## config.mk

```make
export PLATFORM = sky130hd
export DESIGN_NAME = alu_seq
export DESIGN_NICKNAME = d
export VERILOG_FILES = /design/src/rtl/alu_pkg.sv /design/src/rtl/alu_seq_addsub.sv /design/src/rtl/alu_seq.sv
export SDC_FILE = /design/constraint.sdc
export NUM_CORES = 1
export LEC_CHECK = 0
export BUFFER_PORTS_ARGS = -buffer_cell sky130_fd_sc_hd__clkbuf_2
export CAP_MARGIN = 20
export CORE_ASPECT_RATIO = 0.6
export CORE_MARGIN = 1
export CORE_UTILIZATION = 35
export DETAILED_ROUTE_END_ITERATION = 7
export PLACE_DENSITY = 0.53
export SYNTH_ARGS = -nofsm -noshare
export SYNTH_HDL_FRONTEND = slang
export SYNTH_SLANG_ARGS = --single-unit
```

## constraint.sdc

```tcl
create_clock -name clk -period 12.8 [get_ports clk]
set_clock_uncertainty 0.2 [all_clocks]
set_input_delay 1.28 -clock clk [delete_from_list [all_inputs] [get_ports clk]]
set_output_delay 1.28 -clock clk [all_outputs]
set_load 0.005 [all_outputs]
```

## src/rtl/alu_pkg.sv

```systemverilog
// Shared op codes, FSM state encoding and datapath defaults for the sequential ALU.
package alu_pkg;

  localparam int ALU_WIDTH   = 32;
  localparam int ALU_SHAMT_W = 5;

  localparam logic [3:0] ALU_ADD = 4'd0;
  localparam logic [3:0] ALU_SUB = 4'd1;
  localparam logic [3:0] ALU_AND = 4'd2;
  localparam logic [3:0] ALU_OR  = 4'd3;
  localparam logic [3:0] ALU_XOR = 4'd4;
  localparam logic [3:0] ALU_SLL = 4'd5;
  localparam logic [3:0] ALU_SRL = 4'd6;
  localparam logic [3:0] ALU_SRA = 4'd7;
  localparam logic [3:0] ALU_SLT = 4'd8;
  localparam logic [3:0] ALU_SLE = 4'd9;

  typedef enum logic [1:0] {
    ST_IDLE  = 2'd0,
    ST_SHIFT = 2'd1,
    ST_DONE  = 2'd2
  } alu_state_t;

endpackage

```

## src/rtl/alu_seq_addsub.sv

```systemverilog
// Shared adder/subtractor: sum = a + b, or a + ~b + 1 when sub is set.
module alu_addsub #(
  parameter int WIDTH = 32
) (
  input  logic [WIDTH-1:0] a,
  input  logic [WIDTH-1:0] b,
  input  logic             sub,
  output logic [WIDTH-1:0] sum,
  output logic             cout
);

  logic [WIDTH-1:0] w_b;
  logic [WIDTH:0]   w_full;

  assign w_b    = sub ? ~b : b;
  assign w_full = {1'b0, a} + {1'b0, w_b} + {{WIDTH{1'b0}}, sub};
  assign {cout, sum} = w_full;

endmodule

```

## src/rtl/alu_seq.sv

```systemverilog
// Multi-cycle execute ALU: single-cycle arithmetic/logic, 1-bit-per-cycle shifts,
// registered result and flags for the downstream set-result stage.
//
// state | meaning
// IDLE  | waiting for start; non-shift ops and zero-length shifts finish here
// SHIFT | acc shifted one bit per cycle, cnt counts down to 1
// DONE  | done pulse, busy still high, start ignored
module alu_seq
  import alu_pkg::*;
#(
  parameter int WIDTH   = ALU_WIDTH,
  parameter int SHAMT_W = ALU_SHAMT_W
) (
  input  logic             clk,
  input  logic             rst,
  input  logic             start,
  input  logic [3:0]       op,
  input  logic [WIDTH-1:0] a,
  input  logic [WIDTH-1:0] b,
  output logic [WIDTH-1:0] result,
  output logic             cout,
  output logic             zero,
  output logic             lessThan,
  output logic             lessEqual,
  output logic             busy,
  output logic             done
);

  alu_state_t         r_state;
  logic [WIDTH-1:0]   r_acc;
  logic [SHAMT_W-1:0] r_cnt;
  logic [3:0]         r_op;
  logic [WIDTH-1:0]   r_result;
  logic               r_cout, r_zero, r_lt, r_le;

  logic [WIDTH-1:0]   w_sum, w_res, w_acc_nxt;
  logic               w_add_cout, w_sub, w_cout, w_lt, w_le, w_is_shift;
  logic [SHAMT_W-1:0] w_k;

  assign w_sub = (op != ALU_ADD);
  assign w_k   = b[SHAMT_W-1:0];

  alu_addsub #(.WIDTH(WIDTH)) u_addsub (
    .a    (a),
    .b    (b),
    .sub  (w_sub),
    .sum  (w_sum),
    .cout (w_add_cout)
  );

  // Shifts with a non-zero amount go to SHIFT; here they just pass a through.
  always_comb begin
    w_res      = '0;
    w_cout     = 1'b0;
    w_lt       = 1'b0;
    w_le       = 1'b0;
    w_is_shift = 1'b0;
    case (op)
      ALU_ADD, ALU_SUB: begin w_res = w_sum; w_cout = w_add_cout; end
      ALU_SLT: begin w_res = w_sum; w_cout = w_add_cout; w_lt = 1'b1; end
      ALU_SLE: begin w_res = w_sum; w_cout = w_add_cout; w_le = 1'b1; end
      ALU_AND: w_res = a & b;
      ALU_OR:  w_res = a | b;
      ALU_XOR: w_res = a ^ b;
      ALU_SLL, ALU_SRL, ALU_SRA: begin w_res = a; w_is_shift = 1'b1; end
      default: w_res = '0;
    endcase
  end

  always_comb begin
    case (r_op)
      ALU_SLL: w_acc_nxt = {r_acc[WIDTH-2:0], 1'b0};
      ALU_SRL: w_acc_nxt = {1'b0, r_acc[WIDTH-1:1]};
      default: w_acc_nxt = {r_acc[WIDTH-1], r_acc[WIDTH-1:1]};
    endcase
  end

  always_ff @(posedge clk) begin
    if (rst) begin
      r_state  <= ST_IDLE;
      r_acc    <= '0;
      r_cnt    <= '0;
      r_op     <= '0;
      r_result <= '0;
      r_cout   <= 1'b0;
      r_zero   <= 1'b0;
      r_lt     <= 1'b0;
      r_le     <= 1'b0;
    end else begin
      case (r_state)
        ST_IDLE: begin
          if (start) begin
            r_op <= op;
            if (w_is_shift && (w_k != '0)) begin
              r_acc   <= a;
              r_cnt   <= w_k;
              r_state <= ST_SHIFT;
            end else begin
              r_result <= w_res;
              r_cout   <= w_cout;
              r_zero   <= (w_res == '0);
              r_lt     <= w_lt;
              r_le     <= w_le;
              r_state  <= ST_DONE;
            end
          end
        end
        ST_SHIFT: begin
          r_acc <= w_acc_nxt;
          r_cnt <= r_cnt - SHAMT_W'(1);
          if (r_cnt == SHAMT_W'(1)) begin
            r_result <= w_acc_nxt;
            r_cout   <= 1'b0;
            r_zero   <= (w_acc_nxt == '0);
            r_lt     <= 1'b0;
            r_le     <= 1'b0;
            r_state  <= ST_DONE;
          end
        end
        default: r_state <= ST_IDLE;
      endcase
    end
  end

  assign result    = r_result;
  assign cout      = r_cout;
  assign zero      = r_zero;
  assign lessThan  = r_lt;
  assign lessEqual = r_le;
  assign busy      = (r_state != ST_IDLE);
  assign done      = (r_state == ST_DONE);

endmodule

```

Yosys cells after proc, flatten, opt, wreduce, memory -nomap -nowiden:

Index checks and enable logic that the tools add are counted.
Widths: inputs -> output; s select.

* bits in latches: 0
* output and inout port bits: 38
* memory bits (writable): 0
* bits in read-only memories: 0
* memories kept: 0
* register bits: 79
* logic and storage cells: 84
* bits of input ports: 71

* equal/unequal tests: 18
* magnitude comparators: 0
* divide/modulo/power cells: 0
* shift-type cells: 0
* mux-type cells: 35
* multipliers: 0
* add/subtract/negate cells: 3
* bitwise logic cells: 4
* reductions and logical operators: 15

Operators with widths (number)
* $mux 32: 6
* $pmux 32 s2: 3
* $pmux 32 s5: 1
* $logic_not 32->1: 2
* $add 32x32->33: 1
* $add 33x1->33: 1
* $and 32x32->32: 1
* $not 32->32: 1
* $or 32x32->32: 1
* $xor 32x32->32: 1
* $eq 4x3->1 const B: 6
* $mux 1: 14
* $mux 5: 2
* $pmux 5 s2: 1
* $eq 4x2->1 const B: 2
* $eq 4x4->1 const B: 2
* $ne 2x2->1 const B: 4
* $pmux 1 s2: 4
* $mux 2: 3
* $eq 5x1->1 const B: 1
* $reduce_bool 5->1: 1
* $sub 5x1->5 const B: 1
* $eq 4x1->1 const B: 1
* $logic_not 4->1: 1
* 12 further kinds: 14

Depth between registers and ports, before layout:

* depth in word-level cells: 9
* mapped depth: 15
* gate-level depth less buffers: 13

By module:

A second synthesis with hierarchy kept.

* cells, all modules: 1136
* area, all modules: 8191.6 sq um

By module, submodules not included
* alu_seq: times used 1, cells an instance 836, sequential area each 1581.5 sq um, area each 6090.8 sq um
* alu_addsub: times used 1, cells an instance 300, sequential area each 0.0 sq um, area each 2100.8 sq um

Least setup slack after synthesis:

OpenSTA, ideal clock, no wires.

* kind: input-to-reg
* from: input op[3]
* to: register r_zero (netlist: zero)
* stages on the path: 14
* slack: 7581 ps
* data arrival time: 4932 ps
* required time: 12513 ps
* path buffers: 2
* library setup time: 87 ps
* cells stage by stage: buf_2 > nor4_4 > buf_1 > xnor2_1 > ha_1 > a21oi_1 > o21ai_0 > o21ai_1 > a2111oi_1 > nor2_1 > a211o_1 > a2111oi_0 > nand4_1 > o31ai_1

* longest elaborated chain between the ends: 9
* elaborated cells on any way between the ends: 25
* classes of those cells: add/sub: 2; eq/ne: 10; mux: 6; reduce/logical: 7

RTL lines
* from (decl): line alu_seq.sv:17 `input logic [3:0] op,`
* $reduce_bool 4->1: line alu_seq.sv:40 `assign w_sub = (op != ALU_ADD);`
* $mux 32: line alu_seq_addsub.sv:15 `assign w_b = sub ? ~b : b;`
* $add 32x32->33: line alu_seq_addsub.sv:16 `assign w_full = {1'b0, a} + {1'b0, w_b} + {{WIDTH{1'b0}}, sub};`
* $add 33x1->33: line alu_seq_addsub.sv:16
* $pmux 32 s5: line alu_seq.sv:58 `case (op)`
* $logic_not 32->1: line alu_seq.sv:101 `r_zero <= (w_res == '0);`
* $mux 1: line alu_seq.sv:94 `if (w_is_shift && (w_k != '0)) begin`
* $mux 1: line alu_seq.sv:92 `if (start) begin`
* $pmux 1 s2: line alu_seq.sv:90 `case (r_state)`
* to (signal assigned): line alu_seq.sv:101
* to (signal assigned): line alu_seq.sv:114 `r_zero <= (w_acc_nxt == '0);`
* to (decl): line alu_seq.sv:34 `logic r_cout, r_zero, r_lt, r_le;`

Several ways; a longest one is shown, not always the timed one. The select of a mux whose other input is x is not followed.
A chain may end at the register's enable or synchronous reset.

Worst setup path after layout:

* from: input op[0]
* to: register r_zero (netlist: zero)

Same word-level chain as after synthesis.

==> results.py <==
metrics = {
    "route": {
        "post-route-drc-count": 0,
        "drt-initial-drc-count": 1073,
        "ant_nets": 0,
        "dr.pass1.iters": 7,
        "wire_per_inst_um": 20.6,
        "drt-total-wl_um": 32200,
        "vias": 9181,
        "vias_per_cell": 5.86,
    },
    "pwr": {
        "ir_drop_mv": 0.0684,
        "power.density_mw_per_mm2": 90.4,
        "p_leak_nw": 3.82,
        "finalPower_uw": 859,
    },
    "setup_path": {
        "endpoint_kind": "register",
        "worstSetupPathType": "in2reg",
        "crit_required_ns": 12.86,
        "cp-start-kind": "primary input",
        "arrival_ns": 5.81,
        "crit_fanout": 34,
    },
    "global_routing": {
        "track_usage": 0.259,
        "grt_pass1_wl_um": 49500,
        "grt-ovfl-total": 0,
        "grt_pass1_vias": 8182,
        "grt_start_max_net_pins": 90,
        "antenna_found_initial": 0,
    },
    "placement": {
        "dpl.hpwl_um": 24600,
        "port-buffer-count": 108,
        "pre_cts_ws_ns": 6.80,
        "globalplace.congestion": 0.938,
    },
    "finish": {
        "drive_gt1_frac": 0.126,
        "syn_to_final_growth_pct": 12.2,
        "final_net_count": 1423,
        "n_antenna_cell": 0,
    },
    "floorplanning": {
        "fp.dieW_um": 203,
        "core.rowCount": 43,
        "die_area_mm2": 0.0248,
        "die_y_um": 122,
        "core-area_mm2": 0.0234,
        "ios": 109,
        "start_util": 0.362,
    },
    "clock_network": {
        "cts_tree": "built",
        "htreeDepth": 3,
        "clock-sinks": 79,
        "cts_root_buf": "clkbuf_16",
        "path_clk_slew_ns": 0.06,
        "holdBufCountCts": 0,
        "postCtsResizedCells": 0,
        "cts_setup_buffers": 0,
        "clock_tree.buffer_depth": 2,
        "cts_buffers": 9,
        "clk_latency_ns": 0.34,
    },
    "sta": {
        "maxClockFrequency_mhz": 174,
        "tightest_slew_ns": 1.09,
        "hold_viol": 0,
        "slew_violations": 0,
        "postLayoutSetupSlackWorst_ns": 7.04,
        "period_share": 0.450,
        "post-route-min-period_ns": 5.76,
        "maxSlewHeadroom": 0.273,
        "setup_viol": 0,
        "rsz0062_at_grt": "false",
        "fin_tns_setup_ns": 0,
    },
    "yosys": {
        "ys.flop_type": "dfxtp_1",
        "yosys.area.top_type_share": 0.187,
        "yosysWarnings": 0,
        "yosys-top-cells-area": "dfxtp_1, ha_1, nand2_1",
        "yosysMostFrequentCell": "nand2_1",
        "synthTopCellsByCount": "nand2_1, a21oi_1, ha_1, inv_1, dfxtp_1",
        "synth-seq-cells": 79,
        "syn_area_mm2": 0.00847,
        "ys_seq_area_frac": 0.187,
        "synth_fp_nets": 1370,
        "synth-edff-count": 0,
        "yosysTopAreaCell": "dfxtp_1",
        "async_flop_share": 0,
        "syn_avg_cell_area_um2": 7.10,
        "synth_cells": 1193,
        "ys_types": 78,
    },
    "job": {
        "cap_violations": 0,
    },
    "run_status": {
        "status": "finished, final reports clean",
    },
    "hold_path": {
        "min_path_type": "reg2reg",
    },
}
[layout by cell type (no fill, tap or decap), types with 9 or more instances in the layout]
master and instances:
a211oi_1 14, a21o_1 11, a21oi_1 129, a22oi_1 20, buf_4 14, clkbuf_16 9
clkbuf_2 108, dfxtp_1 79, ha_1 105, inv_1 83, mux2i_1 9, nand2_1 196
nand3_1 53, nand4_1 15, nor2_1 40, nor3_1 21, nor4_1 17, o211ai_1 61
o21a_1 11, o21ai_0 53, xnor2_1 42
[power by group]
group	leakage (nW)	total [mW]	internal [mW]	switching [mW]
logic	3.05	0.336	0.119	0.217
registers	0.643	0.275	0.261	0.0138
clock network	0.129	0.248	0.133	0.114
total	3.82	0.859	0.514	0.345
[stage by stage]
stage | cells | util | hold WS, ns | area, um^2
final | 1566 | 0.406 | 0.248 | 9500
after global placement | 1550 | 0.394 | 0.238 | 9220
after global routing | 1566 | 0.406 | 0.263 | 9500
after floorplan | 1193 | - | 0.232 | 8470
after detailed placement | 1550 | 0.394 | 0.243 | 9220
after CTS | 1566 | 0.406 | 0.252 | 9500
[worst paths after layout]
kind	startpoint	slack, ns	end	depth (start not counted)
setup / recovery	op[0]	7.04	zero	15
hold / removal	result[0]	0.25	result[0]	2
setup reg to reg	r_cnt[1]	9.24	zero	12
hold reg to reg	result[0]	0.25	result[0]	2
[registers in the layout, indices dropped and copies added, names as in the netlist]
signal	cells
r_acc	32
result	32
r_cnt	5
r_op	4
r_state	2
cout	1
lessEqual	1
lessThan	1
zero	1
[kinds of logic (layout without fill, tap and decap cells)]
family / after synthesis / count (layout) / synth area share
compound gates: 386 / 386 / 0.299
xor+xnor: 44 / 44 / 0.0455
fa+ha+maj: 106 / 106 / 0.158
buf+inv: 164 / 222 / 0.0748
flops: 79 / 79 / 0.187
mux: 9 / 9 / 0.0106
simple gates: 405 / 405 / 0.226
[layout make-up]
cell class                 instances  area [um^2]
clock buffer                       9          225
clock inverter                     7         57.6
fill                            2496        13900
inverter                          84          315
multi-input combinational        950         6280
sequential                        79         1580
tap                              315          394
timing repair buffer             122          646
[routing by layer]
metal | global-route usage | up-vias | wire length [um]
met5 | 0 | - | 0
met4 | 0.0404 | 0 | 413
met3 | 0.0401 | 25 | 2600
met2 | 0.365 | 422 | 12600
met1 | 0.408 | 4300 | 16600
li1 | - | 4434 | -
[worst max-delay path: stages]
cell,delay [ns]
clkbuf_2,0.31
nor4_4,0.33
buf_4,0.54
xnor2_1,0.22
inv_1,0.08
fa_1,0.41
nand3b_1,0.26
a211oi_2,0.35
o21ai_1,0.25
a2111oi_1,0.55
nor2_1,0.19
a211o_1,0.32
a2111oi_0,0.31
nand4_1,0.16
o31ai_1,0.24
(Power assumes the default switching activity.)
